==> config.mk <==
export PLATFORM = sky130hd
export DESIGN_NAME = fp32_mul
export DESIGN_NICKNAME = d
export VERILOG_FILES = /design/src/rtl/fp32_mul.sv
export SDC_FILE = /design/constraint.sdc
export NUM_CORES = 2
export LEC_CHECK = 0
export ABC_AREA = 1
export CAP_MARGIN = 20
export CORE_ASPECT_RATIO = 0.75
export CORE_MARGIN = 10
export CORE_UTILIZATION = 65
export DETAILED_ROUTE_END_ITERATION = 16
export PLACE_DENSITY = 0.86
export SLEW_MARGIN = 10
export SYNTH_ARGS = -nofsm -noshare
export SYNTH_HDL_FRONTEND = slang
export SYNTH_SLANG_ARGS = --single-unit
==> constraint.sdc <==
create_clock -name clk -period 15.4 [get_ports clk]
set_input_delay 3.08 -clock clk [delete_from_list [all_inputs] [get_ports clk]]
set_output_delay 3.08 -clock clk [all_outputs]
set_load 0.005 [all_outputs]
==> src/rtl/fp32_mul.sv <==
// FP32 multiplier, y = a*b, three-stage pipeline feeding the PE adder.
// Normals and +/-0 only: subnormals flush to zero, truncate rounding, NaN treated as Inf.
module fp32_mul #(
    parameter int PIPE_STAGES = 3
) (
    input  logic        clk,
    input  logic        rst_n,
    input  logic        valid_in,
    input  logic [31:0] a,
    input  logic [31:0] b,
    output logic        valid_out,
    output logic [31:0] y,
    output logic        ovf,
    output logic        unf
);

    generate
        if (PIPE_STAGES != 3) begin : g_bad_depth
            $error("fp32_mul: only PIPE_STAGES == 3 is supported");
        end
    endgenerate

    // Normalize (at most one bit), truncate, and saturate; returns {ovf, unf, y}.
    function automatic logic [33:0] pack_result(
        input logic              sign,
        input logic              zero,
        input logic              inf,
        input logic signed [9:0] es,
        input logic [47:0]       p
    );
        logic signed [9:0] e;
        logic [22:0]       frac;
        e    = p[47] ? (es + 10'sd1) : es;
        frac = p[47] ? p[46:24] : p[45:23];
        if (zero)
            pack_result = {2'b00, sign, 31'h0};
        else if (inf)
            pack_result = {2'b00, sign, 8'hFF, 23'h0};
        else if (e >= 10'sd255)
            pack_result = {2'b10, sign, 8'hFF, 23'h0};
        else if (e <= 10'sd0)
            pack_result = {2'b01, sign, 31'h0};
        else
            pack_result = {2'b00, sign, e[7:0], frac};
    endfunction

    logic              sign_p1_d, zero_p1_d, inf_p1_d;
    logic signed [9:0] es_p1_d;
    logic [23:0]       ma_p1_d, mb_p1_d;
    logic              sign_p1_q, zero_p1_q, inf_p1_q;
    logic signed [9:0] es_p1_q;
    logic [23:0]       ma_p1_q, mb_p1_q;
    logic              vld_p1_q;

    logic              sign_p2_q, zero_p2_q, inf_p2_q;
    logic signed [9:0] es_p2_q;
    logic [47:0]       prod_p2_d, prod_p2_q;
    logic              vld_p2_q;

    logic [33:0]       res_p3_d;
    logic [31:0]       y_q;
    logic              ovf_q, unf_q, vld_p3_q;

    // Stage 1: unpack operands
    always_comb begin
        sign_p1_d = a[31] ^ b[31];
        zero_p1_d = (a[30:23] == 8'h00) || (b[30:23] == 8'h00);
        inf_p1_d  = ((a[30:23] == 8'hFF) || (b[30:23] == 8'hFF)) && !zero_p1_d;
        es_p1_d   = $signed({2'b00, a[30:23]}) + $signed({2'b00, b[30:23]}) - 10'sd127;
        ma_p1_d   = {1'b1, a[22:0]};
        mb_p1_d   = {1'b1, b[22:0]};
    end

    // Stage 2: mantissa product
    always_comb begin
        prod_p2_d = {24'h0, ma_p1_q} * {24'h0, mb_p1_q};
    end

    // Stage 3: normalize and pack
    always_comb begin
        res_p3_d = pack_result(sign_p2_q, zero_p2_q, inf_p2_q, es_p2_q, prod_p2_q);
    end

    always_ff @(posedge clk) begin
        sign_p1_q <= sign_p1_d;
        zero_p1_q <= zero_p1_d;
        inf_p1_q  <= inf_p1_d;
        es_p1_q   <= es_p1_d;
        ma_p1_q   <= ma_p1_d;
        mb_p1_q   <= mb_p1_d;
        sign_p2_q <= sign_p1_q;
        zero_p2_q <= zero_p1_q;
        inf_p2_q  <= inf_p1_q;
        es_p2_q   <= es_p1_q;
        prod_p2_q <= prod_p2_d;
    end

    always_ff @(posedge clk or negedge rst_n) begin
        if (!rst_n) begin
            vld_p1_q <= 1'b0;
            vld_p2_q <= 1'b0;
            vld_p3_q <= 1'b0;
            y_q      <= 32'h0;
            ovf_q    <= 1'b0;
            unf_q    <= 1'b0;
        end else begin
            vld_p1_q <= valid_in;
            vld_p2_q <= vld_p1_q;
            vld_p3_q <= vld_p2_q;
            y_q      <= res_p3_d[31:0];
            ovf_q    <= res_p3_d[33];
            unf_q    <= res_p3_d[32];
        end
    end

    assign valid_out = vld_p3_q;
    assign y         = y_q;
    assign ovf       = ovf_q;
    assign unf       = unf_q;

endmodule

# Word level (Yosys, flattened, before mapping)
# Cells that the tools add are included.
[word_totals]
ff_bits = 157
input_bits = 67
out_inout_bits = 35
elab_cells = 38
[op_classes]
add_sub_neg = 3
multipliers = 1
order_cmp = 2
n_eq_ne = 2
n_mux = 6
bitwise = 1
n_reduce_logical = 6
[ops]
columns = ["cell", "n"]
rows = [
  ["34-bit 2-to-1 mux", 3],
  ["24-bit by 24-bit multiplier with 48-bit output", 1],
  ["33-bit 2-to-1 mux", 1],
  ["23-bit 2-to-1 mux", 1],
  ["8-bit == test, second input constant", 2],
  ["8-bit logical NOT", 2],
  ["10-bit by 2-bit adder with 10-bit output, second input constant", 1],
  ["10-bit by 9-bit >= comparator with 1-bit output, second input constant", 1],
  ["10-bit by 1-bit <= comparator with 1-bit output, second input constant", 1],
  ["10-bit 2-to-1 mux", 1],
  ["9-bit by 7-bit subtractor with 10-bit output, second input constant", 1],
  ["8-bit by 8-bit adder with 9-bit output", 1],
  ["1-bit logical OR", 2],
  ["1-bit logical AND", 1],
  ["1-bit logical NOT", 1],
  ["1-bit XOR", 1],
]

# Logic depth before layout (Yosys ltp)
[depth]
word_depth = 7
depth_mapped = 27
mapped_depth_nobuf = 26

# Worst setup path after synthesis
# No wires, ideal clock.
[synth_path]
path_type = "register to register"
from = "register ma_p1_q[13]"
to = "register prod_p2_q[43]"
setup_time_ns = 0.113
arrival_time_ns = 5.711
required_ns = 15.287
path_slack_ns = 9.576
stages_incl_launch_ff = 25
path_buffers = 1
synth_period_minus_slack_ns = 5.824
cell_sequence = "dfxtp_1 -> clkbuf_1 -> nand2_1 -> fa_1 -> inv_1 -> fa_1 -> inv_1 -> fa_1 -> inv_1 -> fa_1 -> inv_1 -> fa_1 -> inv_1 -> fa_1 -> inv_1 -> fa_1 -> inv_1 -> ha_1 -> nand2_1 -> nor2_1 -> inv_1 -> nor4_1 -> nand3_1 -> nand4_1 -> nand2_1"
[synth_between]
elab_chain_cells = 1
[synth_rtl]
columns = ["item", "line", "source"]
rows = [
  ["from (decl)", "52", "logic [23:0] ma_p1_q, mb_p1_q;"],
  ["from (signal assigned)", "89", "ma_p1_q <= ma_p1_d;"],
  ["24-bit by 24-bit multiplier with 48-bit output", "76", "prod_p2_d = {24'h0, ma_p1_q} * {24'h0, mb_p1_q};"],
  ["via prod_p2_d[43]", "57", "logic [47:0] prod_p2_d, prod_p2_q;"],
  ["to (signal assigned)", "95", "prod_p2_q <= prod_p2_d;"],
  ["to (decl)", "57", ""],
]
# The timed path passes the listed nets, and every way through them passes these cells.

# Worst setup path after layout
[layout_path]
from = "register mb_p1_q[5]"
to = "register prod_p2_q[41]"
[layout_between]
elab_chain_cells = 1
[layout_rtl]
columns = ["item", "line", "source"]
rows = [
  ["from (decl)", "52", ""],
  ["from (signal assigned)", "90", "mb_p1_q <= mb_p1_d;"],
  ["24-bit by 24-bit multiplier with 48-bit output", "76", ""],
  ["via prod_p2_d[41]", "57", ""],
]
# The timed path passes the listed nets, and every way through them passes these cells.

==> impl_metrics.ini <==
[timing]
worst_pin_slew_ns = 1.10
maxSlewViolCount = 0
relSlewSlack = 0.263
clock_skew_ns = 0.0224
fin_crit_sh = 0.457
period_minus_slack_ns = 7.04
setup_violations = 0
hold_violations = 0
tns_ns = 0
rsz0062_at_grt = false
fmax_ghz = 0.142

[clocking]
cts_buffer_depth = 2
ctsHoldBuffers = 0
cts.sink_count = 134
clk_pin_slew_ns = 0.07
clkLatencyLatePin_ns = 0.46
cts_tree = done
ctsRootBufferMaster = clkbuf_16
cts_buffers = 17
cts_resized = 0
htreeDepth = 4
cts_setup_buffers = 0

[grt]
grt_pass1_wl_um = 110000
antenna_found_initial = 0
grt_max_degree = 38
grt_pass1_vias = 21366
grt_usage = 0.308
grt-ovfl-total = 0

[logic_synthesis]
synth_commonest_cells = inv_1, nand2_1, fa_1, ha_1, nor2_1
synth_edf_count = 0
synth.area.top_cells = fa_1, inv_1, nand2_1, ha_1, dfxtp_1
netlist-cell-type-count = 40
ys_seq_area_frac = 0.120
synth_top_area_share = 0.402
synthArstFlopShare = 0.276
synth_area_um2 = 24000
synth_ff_type = dfxtp_1
synth-seq-cells = 134
synth.most_common_cell = inv_1
synth_area_per_cell_um2 = 7.89
synthCells = 3039
syn_nets = 3773
yosysTopAreaCell = fa_1
ys.warnings.count = 0

[layout]
area_delta_synth_final_pct = 9.04
final_util = 0.724
layout.nets = 3838
diodes = 0
fin_cells = 3613
fillers = 2730
drive_gt1_frac = 0.0430
finalInstanceArea_um2 = 26200

[detailed_routing]
vias = 19603
wire_per_inst_um = 18.5
vias_per_cell = 5.43
wirelength_um = 67000
ant_nets = 0
drt_iter0_markers = 1639
drc = 0
drtPass1Iterations = 8

[run]
maxCapViolCount = 0

[die]
core-area_um2 = 36100
rows = 60
initial_utilization = 0.664
die_w_um = 242
dieArea_um2 = 45100
ios = 102
die_height_um = 186

[placed_design]
gp_congestion = 0.977
portBuffers = 101
place_area_um2 = 25500
hpwl_um = 51800
post-place-cells = 3580

[setup_path]
cp_max_fo = 13
timing_worst_setup_path_type = register to register
start_kind = register
critPathRequiredTime_ns = 15.75
worst_setup_path_end_kind = register
cp.arrival_ns = 7.39
rrSetupSlack_ns = 8.36

[status]
status = completed

[worst_hold_path]
hp-class = register to register
==> cell usage in the layout, fill, tap and decap left out, types with 16 or more instances in the layout <==
cell type	instances
fa_1	482
buf_4	45
nand2_1	783
dfxtp_1	97
ha_1	185
nand3_1	46
nor3_1	16
dfrtp_1	37
a21oi_1	70
nor2_1	104
clkdlybuf4s50_1	101
clkbuf_16	17
o21ai_0	35
nor2_2	24
nand2_2	22
inv_1	945
==> layout make-up <==
type | instances | area (µm²) | share of cell area
clock buffers | 18 | 439 | 0.0168
repair buffers | 148 | 1390 | 0.0532
flip-flops and latches | 134 | 2870 | 0.110
clock inverters | 14 | 155 | 0.00593
multi-input cells | 1855 | 17100 | 0.654
well taps | 496 | 621 | 0.0237
inverters | 948 | 3560 | 0.136
==> per-layer routing <==
metal,routed length [µm],up-vias,share of wire,global-route usage
li1,-,8688,-,-
met1,26200,9558,0.39,0.398
met2,30800,1108,0.46,0.490
met3,7120,249,0.11,0.0727
met4,2850,0,0.043,0.134
met5,0,-,0,0
==> critical path, stage by stage, from the launching register on <==
cell and delay, ns:
dfxtp_1 0.68, buf_4 0.36, nand2_1 0.09, inv_1 0.08
fa_1 0.41, inv_1 0.09, fa_1 0.45, fa_1 0.55
inv_1 0.05, fa_1 0.51, inv_1 0.06, fa_1 0.57
fa_1 0.43, fa_1 0.54, inv_1 0.05, ha_1 0.37
nand2_1 0.11, nor2_1 0.39, nand4_1 0.14, o211ai_1 0.60
nand2_1 0.20, nand3_1 0.13, nand2_1 0.06
==> path summary, 6_finish.rpt <==
kind | cells past startpoint | start | endpoint
worst min register to register | 0 | es_p1_q[2]$_DFF_P_ | es_p2_q[2]$_DFF_P_
max in group asynchronous | 2 | rst_n | y[11]$_DFF_PN0_
worst max-delay path | 22 | mb_p1_q[5]$_DFF_P_ | prod_p2_q[41]$_DFF_P_
worst max register to register | 22 | mb_p1_q[5]$_DFF_P_ | prod_p2_q[41]$_DFF_P_
worst min-delay path | 0 | es_p1_q[2]$_DFF_P_ | es_p2_q[2]$_DFF_P_
min in group asynchronous | 2 | rst_n | y[0]$_DFF_PN0_
==> logic make-up after synthesis <==
| kind of cell | Yosys count | share of synthesized area |
|---|---|---|
| flops | 134 | 0.120 |
| simple gates | 1023 | 0.172 |
| compound gates | 137 | 0.0318 |
| mux | 3 | 0.00125 |
| xor+xnor | 25 | 0.00944 |
| fa+ha+maj | 667 | 0.499 |
| buf+inv | 1050 | 0.167 |
==> sequential cells by signal, summed over array words and instances, names as in the netlist, 10 cells and up <==
| name | count |
|---|---|
| y | 32 |
| es_p2_q | 10 |
| prod_p2_q | 25 |
| mb_p1_q | 23 |
| ma_p1_q | 23 |
| es_p1_q | 10 |
==> metrics by stage <==
step                      setup slack [ns]  hold slack (ns)
after floorplan                       9.58            0.310
after global routing                  8.16            0.335
final                                 8.36            0.329
after global placement                8.47            0.311
after detailed placement              8.41            0.312
after CTS                             8.35            0.327
Power is not shown: default switching activity piles up to over one toggle a cycle in this logic, so the estimate is an artifact.
